--- src/rtl/axi_traffic_gen_pkg.sv ---
// Bus widths and AXI channel payload structs for the traffic generator.
package axi_traffic_gen_pkg;

  localparam int unsigned ADDR_W = 16;
  localparam int unsigned DATA_W = 32;
  localparam int unsigned ID_W   = 4;
  localparam int unsigned LEN_W  = 8;
  localparam int unsigned STRB_W = DATA_W / 8;

  typedef struct packed {
    logic [ID_W-1:0]   awid;
    logic [ADDR_W-1:0] awaddr;
    logic [LEN_W-1:0]  awlen;
    logic [2:0]        awsize;
    logic [1:0]        awburst;
    logic              awvalid;
    logic [DATA_W-1:0] wdata;
    logic [STRB_W-1:0] wstrb;
    logic              wlast;
    logic              wvalid;
    logic              bready;
    logic [ID_W-1:0]   arid;
    logic [ADDR_W-1:0] araddr;
    logic [LEN_W-1:0]  arlen;
    logic [2:0]        arsize;
    logic [1:0]        arburst;
    logic              arvalid;
    logic              rready;
  } axi_mosi_t;

  typedef struct packed {
    logic              awready;
    logic              wready;
    logic [ID_W-1:0]   bid;
    logic [1:0]        bresp;
    logic              bvalid;
    logic              arready;
    logic [ID_W-1:0]   rid;
    logic [DATA_W-1:0] rdata;
    logic [1:0]        rresp;
    logic              rlast;
    logic              rvalid;
  } axi_miso_t;

endpackage

--- src/rtl/axi_traffic_gen.sv ---
// AXI4 write-then-read-back traffic generator: writes one INCR burst of a known
// pattern, reads it back, and counts ID / data / RLAST discrepancies.
module axi_traffic_gen
  import axi_traffic_gen_pkg::*;
#(
  parameter logic [ID_W-1:0]   AXI_ID    = 4'h0,
  parameter logic [ADDR_W-1:0] ADDR_MASK = 16'hFFFC
) (
  input  logic              ACLK,
  input  logic              ARESET,
  input  logic              start_i,
  input  logic [ADDR_W-1:0] addr_i,
  input  logic [LEN_W-1:0]  len_i,
  output axi_mosi_t         m_axi_o,
  input  axi_miso_t         m_axi_i,
  output logic              busy_o,
  output logic              done_o,
  output logic              pass_o,
  output logic [15:0]       err_cnt_o
);

  localparam int unsigned ERR_W = 16;

  typedef enum logic [2:0] {IDLE, AW, W, B, AR, R, DONE} state_t;

  state_t             state_q, state_d;
  logic [ADDR_W-1:0]  addr_q, addr_d;
  logic [LEN_W-1:0]   len_q, len_d;
  logic [LEN_W-1:0]   beat_q, beat_d;
  logic [ERR_W-1:0]   err_q, err_d;
  logic               pass_q, pass_d;
  logic               done_q, busy_q;
  axi_mosi_t          mosi_q, mosi_d;

  logic [1:0]         err_inc;
  logic [ERR_W:0]     err_sum;
  logic [DATA_W-1:0]  exp_word;
  logic               aw_hs, w_hs, b_hs, ar_hs, r_hs;
  logic               unused_resp;

  assign unused_resp = ^{m_axi_i.bresp, m_axi_i.rresp};

  assign aw_hs = mosi_q.awvalid & m_axi_i.awready;
  assign w_hs  = mosi_q.wvalid  & m_axi_i.wready;
  assign b_hs  = mosi_q.bready  & m_axi_i.bvalid;
  assign ar_hs = mosi_q.arvalid & m_axi_i.arready;
  assign r_hs  = mosi_q.rready  & m_axi_i.rvalid;

  // Same pattern for write and read-back; read index free-runs past LEN.
  assign exp_word = {addr_q, 8'h5A, beat_q};

  // Next-state, datapath and registered-output decode.
  always_comb begin
    state_d = state_q;
    addr_d  = addr_q;
    len_d   = len_q;
    beat_d  = beat_q;
    err_d   = err_q;
    pass_d  = pass_q;
    err_inc = 2'd0;
    err_sum = '0;
    mosi_d  = '0;

    case (state_q)
      IDLE: begin
        if (start_i) begin
          state_d = AW;
          addr_d  = addr_i & ADDR_MASK;
          len_d   = len_i;
          beat_d  = '0;
          err_d   = '0;
          pass_d  = 1'b0;
        end
      end
      AW: if (aw_hs) state_d = W;
      W: begin
        if (w_hs) begin
          beat_d = beat_q + 8'd1;
          if (mosi_q.wlast) state_d = B;
        end
      end
      B: begin
        if (b_hs) begin
          err_inc = 2'(m_axi_i.bid != AXI_ID);
          state_d = AR;
        end
      end
      AR: begin
        if (ar_hs) begin
          state_d = R;
          beat_d  = '0;
        end
      end
      R: begin
        if (r_hs) begin
          err_inc = 2'(m_axi_i.rid != AXI_ID)
                  + 2'(m_axi_i.rdata != exp_word)
                  + 2'(m_axi_i.rlast != (beat_q == len_q));
          beat_d  = beat_q + 8'd1;
          if (m_axi_i.rlast) state_d = DONE;
        end
      end
      DONE: begin
        pass_d  = (err_q == '0);
        state_d = IDLE;
      end
      default: state_d = IDLE;
    endcase

    // Saturating error accumulation.
    err_sum = {1'b0, err_d} + 17'(err_inc);
    err_d   = err_sum[ERR_W] ? '1 : err_sum[ERR_W-1:0];

    mosi_d.awid    = AXI_ID;
    mosi_d.awaddr  = addr_d;
    mosi_d.awlen   = len_d;
    mosi_d.awsize  = 3'b010;
    mosi_d.awburst = 2'b01;
    mosi_d.awvalid = (state_d == AW);
    mosi_d.wdata   = {addr_d, 8'h5A, beat_d};
    mosi_d.wstrb   = 4'hF;
    mosi_d.wlast   = (beat_d == len_d);
    mosi_d.wvalid  = (state_d == W);
    mosi_d.bready  = (state_d == B);
    mosi_d.arid    = AXI_ID;
    mosi_d.araddr  = addr_d;
    mosi_d.arlen   = len_d;
    mosi_d.arsize  = 3'b010;
    mosi_d.arburst = 2'b01;
    mosi_d.arvalid = (state_d == AR);
    mosi_d.rready  = (state_d == R);
  end

  always_ff @(posedge ACLK) begin
    if (ARESET) begin
      state_q <= IDLE;
      addr_q  <= '0;
      len_q   <= '0;
      beat_q  <= '0;
      err_q   <= '0;
      pass_q  <= 1'b0;
      done_q  <= 1'b0;
      busy_q  <= 1'b0;
      mosi_q  <= '0;
    end else begin
      state_q <= state_d;
      addr_q  <= addr_d;
      len_q   <= len_d;
      beat_q  <= beat_d;
      err_q   <= err_d;
      pass_q  <= pass_d;
      done_q  <= (state_d == DONE);
      busy_q  <= (state_d != IDLE);
      mosi_q  <= mosi_d;
    end
  end

  assign m_axi_o   = mosi_q;
  assign busy_o    = busy_q;
  assign done_o    = done_q;
  assign pass_o    = pass_q;
  assign err_cnt_o = err_q;

endmodule
--- config.mk ---
export PLATFORM = sky130hd
export DESIGN_NAME = axi_traffic_gen
export DESIGN_NICKNAME = d
export VERILOG_FILES = /design/src/rtl/axi_traffic_gen_pkg.sv /design/src/rtl/axi_traffic_gen.sv
export SDC_FILE = /design/constraint.sdc
export NUM_CORES = 1
export LEC_CHECK = 0
export BUFFER_PORTS_ARGS = -buffer_cell sky130_fd_sc_hd__buf_2
export CORE_ASPECT_RATIO = 1.4
export CORE_MARGIN = 5
export CORE_UTILIZATION = 49
export CTS_CLUSTER_DIAMETER = 60
export DETAILED_ROUTE_END_ITERATION = 8
export GPL_TIMING_DRIVEN = 0
export PLACE_DENSITY_LB_ADDON = 0.15
export SYNTH_ARGS = -nofsm -noshare
export SYNTH_HDL_FRONTEND = slang
export SYNTH_SLANG_ARGS = --single-unit
--- constraint.sdc ---
create_clock -name ACLK -period 6.55 [get_ports ACLK]
set_clock_uncertainty 0.15 [all_clocks]
set_input_delay 0.655 -clock ACLK [delete_from_list [all_inputs] [get_ports ACLK]]
set_output_delay 0.655 -clock ACLK [all_outputs]
set_load 0.005 [all_outputs]
==> impl_metrics.csv <==
group,metric,value,unit
route,drtIter0Drc,212,
floorplanning,rows,37,
sta,period_share,76.6,%
synth,yosys_warnings,0,
sta,relSlewSlack,57.1,%
global_routing,grt_max_degree,13,
placed_design,hpwl,9320,um
route,wl_per_cell,14.8,um
setup_path,cp_num_buf_inv,3,
floorplanning,initial_utilization,50.3,%
final_layout,final_cell_mix,"buf_2 (185), buf_4 (70), dfxtp_1 (61), nand2_1 (60), a21oi_1 (44)",
cts,h-tree-depth,3,
route,num_vias,3878,
floorplanning,die_h,113,um
setup_path,critPathCaptureType,"flip-flop",
final_layout,final_nets,748,
setup_path,r2r_slack,1530,ps
route,drtPass1Iterations,7,
setup_path,crit_fanout,10,
synth,synth_edf_count,0,
status,run_status,"complete, but fails checks",
global_routing,grt_util_all_layers,23.5,%
sta,max_slew.worst_pin.slew,638,ps
floorplanning,die_x,83.7,um
synth,postSynthCellCount,460,
setup_path,startpoint_type,"flip-flop",
cts,cts.path.max_buffers,2,
worst_hold_path,min-delay-path-class,"flip-flop to flip-flop",
route,ant_nets,0,
route,drc_errors,1,
floorplanning,coreArea,0.00741,sq mm
setup_path,worstPathRequired,6670,ps
sta,setup-tns-final,0,ps
setup_path,max_stage_delay,510,ps
global_routing,gr-total-overflow,0,
setup_path,cpMaxStageDelayCell,"fa_1",
route,wl,11400,um
synth,synth_ff_type,"dfxtp_1",
setup_path,criticalPathCategory,"flip-flop to flip-flop",
power_and_ir_drop,powerDensity,175,mW/mm^2
sta,min_period,5020,ps
route,vias_per_cell,5.04,
cts,clk_latency,340,ps
synth,synth_cell_type_count,45,
sta,setup_violations,0,
sta,clock.fmax,199,MHz
synth,avgSynthCellArea,8.10,sq um
global_routing,antenna_found_initial,2,
cts,cts_tree,"built",
setup_path,critical-path-top-delay-family,"simple AND/OR/NAND/NOR gates",
synth,synth_seq_area_share,32.8,%
cts,post-cts-setup-buffers,0,
final_layout,synthToLayoutAreaGrowth,33.7,%
cts,cts_buffers,9,
power_and_ir_drop,p_leak,2.56,nW
global_routing,first_global_vias,3813,
power_and_ir_drop,max-vdd-ir-drop,0.111,mV
run,max_cap_violations,0,
sta,rsz0062_at_grt,"false",
global_routing,grt_pass1_wl,18000,um
cts,clock_tree.root_cell,"clkbuf_8",
setup_path,regToRegStartpoint,"beat_q[0]",
setup_path,r2r_cells,17,
setup_path,worstPathArrival,5140,ps
placed_design,dpl.cell_count,752,
synth,synth_seq_cells,61,
worst_hold_path,whs_path_depth,2,
cts,cts.sinks,61,
floorplanning,die_area,0.00948,sq mm
sta,timing.hold.ws,363,ps
setup_path,r2r_end,"err_cnt_o[13]",
sta,hold_viol,0,
cts,cts_resized,0,
setup_path,worstPathCellList,"clkbuf_1 > xor2_1 > nor4_1 > nand3_1 > nor4_1 > fa_1 > o32ai_1 > ha_1 > inv_1 > fa_1 > nor2b_1 > nand4_1 > nor3_1 > and2_1 > nand4_1 > buf_4 > a21oi_1",
cts,clkSlewWorstSetupHoldPaths,70,ps
synth,async_reset_ff_share,0,%
floorplanning,io_pins,204,
synth,syn_area,0.00373,sq mm
final_layout,final_util,67.3,%
cts,ctsHoldBuffers,0,
placed_design,routabilityCongestion,0.963,
power_and_ir_drop,total_power,0.873,mW
final_layout,fin_cells,769,
status,violations,"design-rule violations",
sta,slew_viol_final,0,
final_layout,final_common_cell,"buf_2",
placed_design,port_buffers,178,
final_layout,drive_gt1_share,41.0,%
[per-stage QoR]
step                      area, sq um  setup WS (ps)
after global routing             4980           1220
after CTS                        4980           1520
after global placement           4800           1520
after detailed placement         4800           1530
final                            4980           1530
after floorplan                  3790           2440
[power breakdown]
| part | internal (mW) | leakage, nW | total (mW) | switching (mW) |
|---|---|---|---|---|
| clock | 0.156 | 0.0922 | 0.300 | 0.145 |
| combinational | 0.0931 | 1.97 | 0.175 | 0.0819 |
| sequential | 0.383 | 0.496 | 0.398 | 0.0145 |
[cells in the mapped netlist (all sizes together) (2+ instances only)]
library cell,n,area share (%)
o32ai,2,0.67
o22ai,2,0.34
a22oi,3,0.74
nand3,11,1.5
ha,3,1.0
clkbuf,17,1.7
inv,10,1.0
xor2,23,5.4
o21ai,3,0.40
or3,2,0.34
mux2i,9,2.4
fa,2,1.1
a21oi,44,5.9
dfxtp,61,33
nand4,14,2.3
nor4bb,2,0.54
nand2,60,6.0
xnor2,30,7.0
and2,4,0.67
buf,77,15
nor3,6,0.94
and4,2,0.47
a31oi,4,0.67
o211ai,2,0.40
nor2,28,2.8
nor4,12,2.0
nand2b,4,0.67
a221oi,4,0.94
o21a,2,0.40
and3,7,1.2
[metal layers]
layer,global-route usage (%),up-vias,share of wire (%)
met4,12.8,2,3.5
li1,-,1885,-
met2,41.9,193,51
met1,24.6,1762,36
met3,6.99,36,9.4
met5,0,-,0.096
[logic make-up (layout without fill, tap and decap cells)]
group | count (synthesis) | in the layout | share of synthesized area, %
compound gates | 71 | 71 | 11.6
mux | 9 | 9 | 2.42
buf+inv | 104 | 298 | 17.8
fa+ha+maj | 5 | 5 | 2.08
xor+xnor | 53 | 53 | 12.5
other cells | 1 | 19 | 0.101
flops | 61 | 61 | 32.8
simple gates | 156 | 156 | 20.8
[worst max path at each step]
| stage | startpoint | endpoint | cells past startpoint |
|---|---|---|---|
| global route | beat_q[0] | err_cnt_o[7] | 17 |
| floorplan | m_axi_i[25] | err_cnt_o[15] | 16 |
| detailed placement | m_axi_i[4] | err_cnt_o[13] | 17 |
| CTS | beat_q[0] | err_cnt_o[12] | 17 |
| finish | beat_q[0] | err_cnt_o[13] | 17 |
| global placement | m_axi_i[4] | err_cnt_o[7] | 17 |
[final cells by class]
class                           instances  area, sq um
Inverter                               10         37.5
Timing Repair Buffer                  178          891
Sequential cell                        61         1220
Tap cell                               97          121
Buffer                                 94          624
Clock inverter                          4         22.5
Multi-Input combinational cell        312         1910
Fill cell                             647         2420
Antenna cell                            1         2.50
Clock buffer                           12          155
[worst min-delay path, cell delays in order, from the launching register on]
cell     delay, ps
dfxtp_1        350
nand2_1         70
a21oi_1         50
Power figures use the tool's default switching activity.
